[src/rtl/ram_arb_pkg.sv]
// ram_arb_pkg: shared constants for the two-port data RAM arbiter.
// Holds FSM state codes, port indices and default bus widths.
package ram_arb_pkg;

    localparam int ADDR_W_DEF = 32;
    localparam int DATA_W_DEF = 32;

    localparam logic [1:0] S_IDLE = 2'd0;
    localparam logic [1:0] S_BUSY = 2'd1;
    localparam logic [1:0] S_DONE = 2'd2;

    localparam logic PORT_I = 1'b0;
    localparam logic PORT_D = 1'b1;

endpackage

[src/rtl/ram_arb_pick.sv]
// ram_arb_pick: combinational winner select for the two requesters.
// ARB_ROUND_ROBIN_EN selects alternating priority on contention.
module ram_arb_pick
    import ram_arb_pkg::*;
(
    input  logic [1:0] req_i,
    input  logic       last_grant_i,
    output logic       grant_o,
    output logic       valid_o
);

    assign valid_o = |req_i;

`ifdef ARB_ROUND_ROBIN_EN
    always_comb begin
        grant_o = req_i[PORT_D] ? PORT_D : PORT_I;
        // On contention the port served last time yields.
        if (&req_i) begin
            grant_o = ~last_grant_i;
        end
    end
`else
    logic unused_last;
    assign unused_last = last_grant_i;
    assign grant_o     = req_i[PORT_D] ? PORT_D : PORT_I;
`endif

endmodule

[src/rtl/ram_arbiter.sv]
// ram_arbiter: shares one multi-cycle RAM port between I-side and D-side.
// Define ARB_ROUND_ROBIN_EN for round-robin instead of fixed priority.
module ram_arbiter
    import ram_arb_pkg::*;
#(
    parameter int ADDR_WIDTH = ADDR_W_DEF,
    parameter int DATA_WIDTH = DATA_W_DEF
) (
    input  logic                  clk,
    input  logic                  rst,
    input  logic                  p0_cs,
    input  logic                  p0_we,
    input  logic [ADDR_WIDTH-1:0] p0_addr,
    input  logic [DATA_WIDTH-1:0] p0_din,
    output logic [DATA_WIDTH-1:0] p0_dout,
    output logic                  p0_ack,
    output logic                  p0_stall,
    input  logic                  p1_cs,
    input  logic                  p1_we,
    input  logic [ADDR_WIDTH-1:0] p1_addr,
    input  logic [DATA_WIDTH-1:0] p1_din,
    output logic [DATA_WIDTH-1:0] p1_dout,
    output logic                  p1_ack,
    output logic                  p1_stall,
    output logic                  mem_cs,
    output logic                  mem_we,
    output logic [ADDR_WIDTH-1:0] mem_addr,
    output logic [DATA_WIDTH-1:0] mem_din,
    input  logic [DATA_WIDTH-1:0] mem_dout,
    input  logic                  mem_ack,
    output logic [1:0]            arb_state
);

    logic [1:0]            state_q, state_d;
    logic                  grant_q, grant_d;
    logic                  we_q, we_d;
    logic [ADDR_WIDTH-1:0] addr_q, addr_d;
    logic [DATA_WIDTH-1:0] din_q, din_d;
    logic [DATA_WIDTH-1:0] rdata_q, rdata_d;
    logic [DATA_WIDTH-1:0] rsp_data;
    logic                  last_grant;
    logic                  pick_grant;
    logic                  pick_valid;
    logic                  in_busy;
    logic                  in_done;

`ifdef ARB_ROUND_ROBIN_EN
    logic last_q, last_d;
    assign last_grant = last_q;
`else
    assign last_grant = PORT_I;
`endif

    ram_arb_pick u_pick (
        .req_i        ({p1_cs, p0_cs}),
        .last_grant_i (last_grant),
        .grant_o      (pick_grant),
        .valid_o      (pick_valid)
    );

    always_comb begin
        state_d = state_q;
        grant_d = grant_q;
        we_d    = we_q;
        addr_d  = addr_q;
        din_d   = din_q;
        rdata_d = rdata_q;
`ifdef ARB_ROUND_ROBIN_EN
        last_d  = last_q;
`endif
        case (state_q)
            S_IDLE: begin
                if (pick_valid) begin
                    grant_d = pick_grant;
                    we_d    = pick_grant ? p1_we   : p0_we;
                    addr_d  = pick_grant ? p1_addr : p0_addr;
                    din_d   = pick_grant ? p1_din  : p0_din;
                    state_d = S_BUSY;
                end
            end
            S_BUSY: begin
                if (mem_ack) begin
                    rdata_d = mem_dout;
                    state_d = S_DONE;
`ifdef ARB_ROUND_ROBIN_EN
                    last_d  = grant_q;
`endif
                end
            end
            S_DONE:  state_d = S_IDLE;
            default: state_d = S_IDLE;
        endcase
    end

    always_ff @(posedge clk) begin
        if (rst) begin
            state_q <= S_IDLE;
            grant_q <= PORT_I;
            we_q    <= 1'b0;
            addr_q  <= '0;
            din_q   <= '0;
            rdata_q <= '0;
`ifdef ARB_ROUND_ROBIN_EN
            last_q  <= PORT_I;
`endif
        end else begin
            state_q <= state_d;
            grant_q <= grant_d;
            we_q    <= we_d;
            addr_q  <= addr_d;
            din_q   <= din_d;
            rdata_q <= rdata_d;
`ifdef ARB_ROUND_ROBIN_EN
            last_q  <= last_d;
`endif
        end
    end

    assign in_busy = (state_q == S_BUSY);
    assign in_done = (state_q == S_DONE);

    // Drop cs in the ack cycle so the RAM does not start a second access.
    assign mem_cs   = in_busy & ~mem_ack;
    assign mem_we   = we_q;
    assign mem_addr = addr_q;
    assign mem_din  = din_q;

    assign rsp_data = we_q ? '0 : rdata_q;

    assign p0_ack   = in_done & (grant_q == PORT_I);
    assign p1_ack   = in_done & (grant_q == PORT_D);
    assign p0_dout  = p0_ack ? rsp_data : '0;
    assign p1_dout  = p1_ack ? rsp_data : '0;
    assign p0_stall = p0_cs & ~p0_ack;
    assign p1_stall = p1_cs & ~p1_ack;

    assign arb_state = state_q;

endmodule

[config.mk]
export PLATFORM = sky130hd
export DESIGN_NAME = ram_arbiter
export DESIGN_NICKNAME = d
export VERILOG_FILES = /design/src/rtl/ram_arb_pkg.sv /design/src/rtl/ram_arb_pick.sv /design/src/rtl/ram_arbiter.sv
export SDC_FILE = /design/constraint.sdc
export NUM_CORES = 1
export LEC_CHECK = 0
export BUFFER_PORTS_ARGS = -buffer_cell sky130_fd_sc_hd__buf_2
export CORE_AREA = 2 2 117 119
export DETAILED_ROUTE_END_ITERATION = 6
export DIE_AREA = 0 0 119 121
export PLACE_DENSITY_LB_ADDON = 0.1
export SLEW_MARGIN = 40
export SYNTH_ARGS = -nofsm -noshare
export SYNTH_HDL_FRONTEND = slang
export SYNTH_SLANG_ARGS = --single-unit
export TNS_END_PERCENT = 100
[constraint.sdc]
create_clock -name clk -period 1.97 [get_ports clk]
set_clock_uncertainty 0.15 [all_clocks]
set_input_delay 0.394 -clock clk [delete_from_list [all_inputs] [get_ports clk]]
set_output_delay 0.394 -clock clk [all_outputs]
set_load 0.005 [all_outputs]
# == After elaboration in Yosys (flattened, before gate mapping) ==
# Index checks and enable logic that the tools add are counted.
# word_totals
register_bits,100
latch_bits,0
ram_bits,0
romBits,0
input_bits,167
out_inout_bits,136
wordCells,34
memories,0
# op_classes
add_sub_neg,0
n_mul,0
div_mod_pow,0
n_lt_le_gt_ge,0
eq_ne,4
n_shift,0
n_mux,10
n_bitwise,9
reduce_logical,5
# ops
op,count
2-to-1 mux 32 bit,5
AND reduction 2 bit,3
AND 1 bit,5
2-to-1 mux 2 bit,2
"inequality test 2 bit, second input constant",2
inverter 1 bit,4
one-hot mux 2 bit (2 select lines),1
"equality test 2 x 1 -> 1 bit, second input constant",1
"equality test 2 bit, second input constant",1
zero test 2 bit,1
2-to-1 mux 1 bit,2
OR reduction 2 bit,1

# == Depth between registers and ports, before layout ==
# Gate-level depths: netlist of run 1.
# logic_depth
word_depth,4
ltp_mapped,7
mapped_depth_nobuf,3

# == Cells and area by module ==
# A second synthesis of run 1 with hierarchy kept.
# unflattened
hier_cells,523
area_unflattened_um2,5088.6
# modules_own_cells
mod,n_inst,cells_each,area_per_inst_um2,seq_area_each_um2
ram_arbiter,1,521,5074.9,2001.9
ram_arb_pick,1,2,13.8,0.0

# == Worst setup path before layout of run 1 ==
# No wires, ideal clock.
# synth_timing
path_type,flip-flop to output port
from,register state_q[1] (netlist: arb_state[1])
to,output port p0_dout[10]
t_arrival_ns,1.296
required_ns,1.426
path_slack_ns,0.130
path_stages_with_launch,5
n_path_buf,1
cell_sequence,dfxtp_1 > nor3b_1 > and2b_1 > clkbuf_1 > and2_1
# synth_via
elab_chain_len,3
# synth_rtl
element,line,rtl
start: declaration,ram_arbiter.sv:34,"logic [1:0] state_q, state_d;"
start signal: assignment,ram_arbiter.sv:107,state_q <= state_d;
equality test 2 bit,ram_arbiter.sv:120,assign in_done = (state_q == S_DONE);
AND 1 bit,ram_arbiter.sv:130,assign p0_ack = in_done & (grant_q == PORT_I);
via p0_ack,ram_arbiter.sv:16,"output logic p0_ack,"
2-to-1 mux 32 bit,ram_arbiter.sv:132,assign p0_dout = p0_ack ? rsp_data : '0;
end: declaration,ram_arbiter.sv:15,"output logic [DATA_WIDTH-1:0] p0_dout,"
# The timed path passes the listed nets, and every way through them passes these cells.

# == Worst setup path in the final report of run 1 ==
# layout_timing
from,register state_q[1] (netlist: arb_state[1])
to,output port p0_dout[12]
# layout_via
elab_chain_len,3
# layout_rtl
element,line
equality test 2 bit,ram_arbiter.sv:120
AND 1 bit,ram_arbiter.sv:130
2-to-1 mux 32 bit,ram_arbiter.sv:132
# Every way passes these cells.

==> flow_summary.toml, run 1 <==
[worst_setup_path]
crit_family = "simple AND/OR/NAND/NOR gates"
endpoint_kind = "primary output"
path_buf_inv = 2
critPathMaxFanout = 32
cp_slowest_cell = "dfxtp_4"
cpPeakStageDelay_ns = 0.39
worstPathCellList = "nor3b_4, and2b_1, buf_12, and2_1, buf_2"
crit_type = "reg2out"
cp-start-kind = "register"
cp.arrival_ns = 1.52
critPathRequiredTime_ns = 1.43

[pwr]
p_leak_nw = 3.38
peakVddDrop_mv = 0.414
cellPowerDensity_nw_per_um2 = 755

[routing]
dr.first_iter.drc_count = 217
wl_mm = 14.3
viasPerCell = 4.83
wl_met1_mm = 5.73
routed.top_layer = "met4"
wl_met2_mm = 7.39
first_pass_iters = 4
route.met3.wl_um = 949
ant_nets = 0
drc = 0
vias = 4747
wl_per_cell_um = 14.6

[logic_synthesis]
seq_area_frac_synth_pct = 40.8
synthCells = 528
synth.avg_cell_area_um2 = 9.28
yosys_warnings = 0
synthDistinctLibCells = 21
syn_area_um2 = 4900
syn-num-nets = 695
ys_seq_elements = 100

[die]
coreArea_um2 = 13100
initial_core_util_pct = 37.5
rows = 42
io_pins = 303
die_area_um2 = 14400
die_h_um = 121
die_w_um = 119

[timing]
layout_min_cycle_time_ns = 2.07
fin_ws_ns = -0.0986
hold_viol = 0
drv_slew = 0
setup_violations = 64
worstMarginPinSlew_ns = 0.493
period_share_pct = 105
grt_setup_unrepaired = "yes"
hold_ws_ns = 0.144
fmax_mhz = 483
tns_ns = -4.12
relSlewSlack_pct = 67.1

[grt]
antenna_found_initial = 0
grt.total_usage_pct = 19.2
grt_pass1_vias = 4530
grt_max_degree = 66
grt_pass1_wl_mm = 22.4
grt_overflow = 0

[status]
violations = "negative setup slack"
status = "complete, but fails checks"

[clocking]
htreeDepth = 3
cts_made_buffers = 9
postCtsSetupBuffers = 0
cts_buffer_depth = 2
clock-root-buffer = "clkbuf_16"
cts_tree = "built"
worst_skew_pair.late_latency_ns = 0.33
cts_sinks = 100
clk_pin_slew_worst_paths_ns = 0.06
cts_hold_buf = 0

[layout]
stdcell_area_um2 = 6900
syn_to_final_growth_pct = 40.7
final_util_pct = 52.7
drive_above_1_share_pct = 48.5
fin_nets = 969
antenna_cells = 0

[placement]
dp_hpwl_mm = 10.7
io_buffers = 302
gp_congestion = 0.745
dpl_cell_area_um2 = 6570

[hold_path]
hold_class = "in2reg"

[run]
maxCapViolations = 0
Yosys cell counts:
| master | count | area share [%] |
|---|---|---|
| and3b_1 | 1 | 0.18 |
| inv_1 | 1 | 0.076 |
| mux2i_1 | 65 | 13 |
| or2_1 | 1 | 0.13 |
| and2b_1 | 1 | 0.15 |
| buf_2 | 16 | 1.6 |
| a21oi_1 | 99 | 10 |
| clkbuf_1 | 30 | 2.3 |
| a21bo_2 | 1 | 0.20 |
| a211oi_1 | 15 | 2.3 |
| nand2_1 | 65 | 5.0 |
| and2_1 | 66 | 8.4 |
| nor2b_1 | 1 | 0.13 |
| nor3b_1 | 2 | 0.31 |
| buf_1 | 1 | 0.076 |
| buf_6 | 6 | 1.4 |
| nand3b_1 | 2 | 0.31 |
| a211oi_2 | 50 | 13 |
| buf_4 | 1 | 0.15 |
| nor2_1 | 4 | 0.31 |
| dfxtp_1 | 100 | 41 |
through the flow:
step                cells  total power (W)  setup slack, ns
floorplan             528          0.00300            0.130
global placement      967          0.00345            0.173
detailed placement    967          0.00348            0.123
CTS                   983          0.00528          -0.0898
global route          983          0.00548           -0.205
finish                983          0.00521          -0.0986
registers in the layout, summed over array words and instances, names as in the netlist:
name	cells
mem_din	32
arb_state	2
mem_we	1
rdata_q	32
grant_q	1
mem_addr	32
layout by cell type (no fill, tap or decap), types with 9 or more instances in the layout:
cell       count
buf_4         11
a211oi_2      50
mux2i_1       65
and2_1        64
nand2_1       65
a211oi_1      15
dfxtp_1       98
clkbuf_16      9
a21oi_1       99
buf_2        299
per-layer routing:
metal / vias to the layer above / GRT usage, %
met1: 2147 / 21.7
met3: 21 / 3.99
met5: - / 0
met2: 182 / 35.3
li1: 2397 / -
met4: 0 / 7.14
repair_timing:
action,4_1_cts,5_1_grt
endpoints found under the hold margin,0,0
resized for setup,5,4
setup endpoints to repair,64,64
pin swaps,0,1
cell families after synthesis:
| logic type | count (synthesis) | share of synthesized area [%] |
|---|---|---|
| compound gates | 165 | 25.4 |
| buf+inv | 55 | 5.62 |
| flops | 100 | 40.8 |
| mux | 65 | 13.3 |
| simple gates | 143 | 14.9 |
report_power, final:
group          internal (W)  switching (W)
combinational      0.000523       0.000583
clock               0.00105       0.000732
sequential          0.00221       0.000106
total               0.00378        0.00142
worst paths after layout:
kind | endpoint | cells past startpoint | slack, ns | start
worst min-delay path | rdata_q[29] | 3 | 0.14 | mem_dout[29]
worst max register to register | mem_addr[7] | 4 | 0.48 | arb_state[1]
worst max-delay path | p0_dout[12] | 5 | -0.1 | arb_state[1]
worst min register to register | rdata_q[30] | 2 | 0.31 | rdata_q[30]
worst reg2reg max path, cell delays in order (launching register included):
cell and delay, ns:
dfxtp_4 0.37, nor2_4 0.13, buf_4 0.40, a21oi_1 0.15
a211oi_1 0.22
layout make-up:
cell class	instances	area [µm²]
fill	1252	6190
multi-input combinational	373	2650
sequential	100	2010
timing repair buffer	317	1710
clock buffer	12	256
tap	176	220
clock inverter	4	47.5
inverter	1	3.75
Power figures use the tool's default switching activity.
==> run 2, diff against run 1 <==
- CTS_BUF_LIST: unset -> sky130_fd_sc_hd__clkbuf_8 sky130_fd_sc_hd__clkbuf_16
==> run 2 against run 1 <==
The run still ends with negative setup slack left; flip-flop and latch count unchanged; first-iteration DRC count unchanged; setup slack about the same; combinational power about the same; critical endpoint unchanged; non-clock buffer count stayed put; sequential power about the same; register-to-register slack about the same; critical path type unchanged; sequential share of layout area did not move; die area stayed put.
==> flow_summary.toml, run 2 (synthesized netlist as in run 1, its figures left out) <==
[hold_path]
hold_class = "in2reg"

[layout]
fin_nets = 969
syn_to_final_growth_pct = 40.7
layout_common_cells = "buf_2, a21oi_1, dfxtp_1"
fin_cells = 983
drive_above_1_share_pct = 48.5
final_util_pct = 52.7
stdcell_area_um2 = 6900
num-fill-cells = 1252
final_common_cell = "buf_2"
antenna_cells = 0

[die]
coreArea_um2 = 13100
die_area_um2 = 14400
rows = 42
die_w_um = 119
die_h_um = 121
io_pins = 303
initial_core_util_pct = 37.5

[timing]
layout_min_cycle_time_ns = 2.07
fmax_mhz = 483
setup_violations = 64
hold_ws_ns = 0.144
worstMarginPinSlew_ns = 0.493
grt_setup_unrepaired = "yes"
fin_ws_ns = -0.0986
hold_viol = 0
period_share_pct = 105
relSlewSlack_pct = 67.2
drv_slew = 0

[run]
maxCapViolations = 0

[worst_setup_path]
endpoint_kind = "primary output"
critPathMaxFanout = 32
critPathRequiredTime_ns = 1.43
crit_type = "reg2out"
cp.arrival_ns = 1.52
cp-start-kind = "register"

[clocking]
clock-root-buffer = "clkbuf_16"
cts_sinks = 100
htreeDepth = 3
cts_buffer_depth = 2
clk_pin_slew_worst_paths_ns = 0.06
worst_skew_pair.late_latency_ns = 0.33
cts_made_buffers = 9
cts_tree = "built"
postCtsSetupBuffers = 0

[routing]
viasPerCell = 4.83
vias = 4745
dr.first_iter.drc_count = 217
drc = 0
wl_per_cell_um = 14.6
ant_nets = 0
first_pass_iters = 4
wl_mm = 14.3

[status]
violations = "negative setup slack"
status = "complete, but fails checks"

[grt]
grt.total_usage_pct = 19.2
grt_overflow = 0
grt_pass1_vias = 4530
antenna_found_initial = 0
grt_max_degree = 66
grt_pass1_wl_mm = 22.4

[placement]
dp_cells = 967
gp_congestion = 0.745
io_buffers = 302
post-place-ws_ns = 0.123
dp_hpwl_mm = 10.7
dpl_cell_area_um2 = 6570

[pwr]
cellPowerDensity_nw_per_um2 = 754
peakVddDrop_mv = 0.414
p_leak_nw = 3.39
run 2: changes by cell type in the layout (fill, tap and decap cells not counted):
cell      previous run  this run
clkbuf_1             1         0
inv_1                1         2
run 2: where the power goes:
group	switching, W	total, W	internal [W]
clock	0.000732	0.00178	0.00105
sequential	0.000106	0.00232	0.00221
combinational	0.000583	0.00111	0.000523
run 2: worst paths after layout:
kind	startpoint	cells past startpoint	slack, ns	endpoint
worst min-delay path	mem_dout[29]	3	0.14	rdata_q[29]
worst min register to register	rdata_q[30]	2	0.31	rdata_q[30]
worst max-delay path	arb_state[1]	5	-0.1	p0_dout[12]
worst max register to register	arb_state[1]	4	0.48	mem_addr[7]
run 2: final cells by class:
type / count / area (µm²) / area share (%)
clock buffers: 11 / 253 / 3.66
clock inverters: 5 / 51.3 / 0.744
inverters: 1 / 3.75 / 0.0544
multi-input cells: 373 / 2650 / 38.4
flip-flops and latches: 100 / 2010 / 29.1
well taps: 176 / 220 / 3.19
repair buffers: 317 / 1710 / 24.8
run 2: per-stage QoR:
step / power [W] / TNS, ns
5_1_grt: 0.00548 / -10.72
3_3_place_gp: 0.00345 / 0
6_report: 0.00520 / -4.13
2_1_floorplan: 0.00300 / 0
4_1_cts: 0.00527 / -4.27
3_5_place_dp: 0.00348 / 0
run 2: worst max-delay path, cell delays in order (launching register included):
cell	delay (ns)
dfxtp_4	0.39
nor3b_4	0.20
and2b_1	0.19
buf_12	0.17
and2_1	0.14
buf_2	0.11
run 2: what timing repair did:
item / in CTS / in global routing
pin swaps: 0 / 1
endpoints found under the setup margin: 64 / 64
hold buffers: 0 / 0
gates resized for setup: 5 / 4
hold endpoints to repair: 0 / 0
gates cloned: 0 / 0
run 2: layer usage:
| layer | global-route usage [%] | share of wire (%) | routed length (µm) | vias to the layer above |
|---|---|---|---|---|
| met5 | 0 | 0 | 0 | - |
| met1 | 21.7 | 40 | 5720 | 2144 |
| met4 | 7.14 | 1.8 | 262 | 0 |
| met2 | 35.3 | 52 | 7390 | 183 |
| met3 | 3.99 | 6.6 | 951 | 21 |
| li1 | - | - | - | 2397 |
==> run 3, diff against run 2 <==
- RECOVER_POWER: unset -> 50
==> run 3 against run 2 <==
Final cell count unchanged; the flow still finishes with violations (negative setup slack); register-to-register slack worse by 0.12 ns; largest power group unchanged; cell area down 0.83%; core utilization down 0.44 points; critical path depth unchanged; hold slack worse by 0.0034 ns.
==> flow_summary.toml, run 3 (synthesized netlist as in run 1, its figures left out) <==
[status]
status = "complete, but fails checks"
violations = "negative setup slack"

[timing]
hold_viol = 0
fin_ws_ns = -0.0903
worstMarginPinSlew_ns = 0.668
setup_violations = 64
layout_min_cycle_time_ns = 2.06
grt_setup_unrepaired = "yes"
drv_slew = 0
relSlewSlack_pct = 55.5
fmax_mhz = 485
period_share_pct = 105

[worst_setup_path]
r2r_cells = 4
critPathMaxFanout = 32
crit_type = "reg2out"
critPathRequiredTime_ns = 1.43
reg2reg_to = "mem_addr[1]"
cp-start-kind = "register"
r2r-start = "arb_state[1]"
cp.arrival_ns = 1.52
endpoint_kind = "primary output"
reg2reg_slack_ns = 0.36

[hold_path]
hold_path_end = "rdata_q[26]"
hold_class = "in2reg"
min-delay-start = "mem_dout[26]"
holdPathStages = 3

[placement]
dp_hpwl_mm = 10.7
post-place-ws_ns = 0.123
gp_congestion = 0.745
io_buffers = 302
dp_cells = 967

[routing]
first_pass_iters = 4
wl_per_cell_um = 14.6
wl_mm = 14.3
drc = 0
ant_nets = 0
viasPerCell = 4.83
vias = 4749
dr.first_iter.drc_count = 202

[layout]
fin_cells = 983
drive_above_1_share_pct = 43.2
fin_nets = 969
syn_to_final_growth_pct = 39.6
layout_common_cells = "buf_2, a21oi_1, dfxtp_1"
final_common_cell = "buf_2"
antenna_cells = 0

[die]
die_h_um = 121
die_w_um = 119
die_area_um2 = 14400
initial_core_util_pct = 37.5
rows = 42
io_pins = 303
coreArea_um2 = 13100

[clocking]
cts_hold_buf = 0
worst_skew_pair.late_latency_ns = 0.33
clock-root-buffer = "clkbuf_16"
cts_tree = "built"
clk_pin_slew_worst_paths_ns = 0.07
cts_buffer_depth = 2
htreeDepth = 3
cts_sinks = 100
cts_made_buffers = 9

[grt]
grt_pass1_vias = 4530
antenna_found_initial = 0
grt_overflow = 0
grt.total_usage_pct = 19.2
grt_pass1_wl_mm = 22.4
grt_max_degree = 66

[pwr]
p_seq_share_pct = 44.8
combPwrFrac_pct = 20.8
p_int_w = 0.00375
cellPowerDensity_nw_per_um2 = 758
p_switching_w = 0.00143
p_clk_share_pct = 34.4
p_leak_nw = 3.23
p_sw_share_pct = 27.6
peakVddDrop_mv = 0.410

[run]
maxCapViolations = 0
-- run 3: cell types whose count changed in the layout (fill, tap and decap cells not counted) --
cell / previous run / this run
buf_2: 299 / 257
clkbuf_1: 0 / 42
buf_4: 11 / 9
clkbuf_2: 0 / 2
-- run 3: routing by layer --
metal	track usage (%)	vias up	wire, µm
met5	0	-	0
met4	7.14	0	264
met3	3.99	21	955
met2	35.3	186	7370
met1	21.7	2144	5740
li1	-	2398	-
-- run 3: through the flow --
step / utilization [%] / power (W) / hold slack, ns / instance area, µm² / TNS, ns
after global routing: 52.3 / 0.00545 / 0.136 / 6840 / -10.72
after floorplan: - / 0.00300 / 0.290 / 4900 / 0
after detailed placement: 50.2 / 0.00348 / 0.305 / 6570 / 0
after CTS: 52.6 / 0.00527 / 0.129 / 6880 / -4.27
after global placement: 50.2 / 0.00345 / 0.296 / 6570 / 0
final: 52.3 / 0.00518 / 0.141 / 6840 / -3.87
-- run 3: worst max-delay path, stage by stage, from the launching register on --
cell     delay (ns)
dfxtp_4        0.39
nor3b_4        0.20
and2b_1        0.19
buf_12         0.17
and2_1         0.13
buf_2          0.11
-- run 3: power by group through the flow --
stage | Clock [W] | Combinational [W] | Sequential (W)
after global placement | 0 | 0.00110 | 0.00235
after detailed placement | 0 | 0.00112 | 0.00236
final | 0.00178 | 0.00108 | 0.00232
after CTS | 0.00183 | 0.00112 | 0.00232
after global routing | 0.00192 | 0.00119 | 0.00234
after floorplan | 0 | 0.000641 | 0.00236
-- run 3: cell type report --
| cell class | instances | area (µm²) |
|---|---|---|
| clock buffer | 11 | 253 |
| timing repair buffer | 317 | 1650 |
| tap | 176 | 220 |
| multi-input combinational | 373 | 2650 |
| inverter | 1 | 3.75 |
| clock inverter | 5 | 51.3 |
| fill | 1276 | 6240 |
| sequential | 100 | 2010 |
-- run 3: how the worst max path moves through the flow --
stage / start / endpoint / slack [ns] / cells after the start
after global routing: arb_state[1] / p0_dout[15] / -0.20 / 5
after CTS: arb_state[1] / p0_dout[6] / -0.09 / 5
after floorplan: arb_state[1] / p0_dout[10] / 0.13 / 4
final: arb_state[1] / p0_dout[12] / -0.09 / 5
after detailed placement: arb_state[1] / p0_dout[6] / 0.12 / 5
after global placement: arb_state[1] / p0_dout[24] / 0.17 / 5
-- run 3: what timing repair did --
item,in CTS,in global routing
setup endpoints to repair,64,64
resized for setup,5,4
pin swaps,0,1
cloned,0,0
buffers inserted,0,0
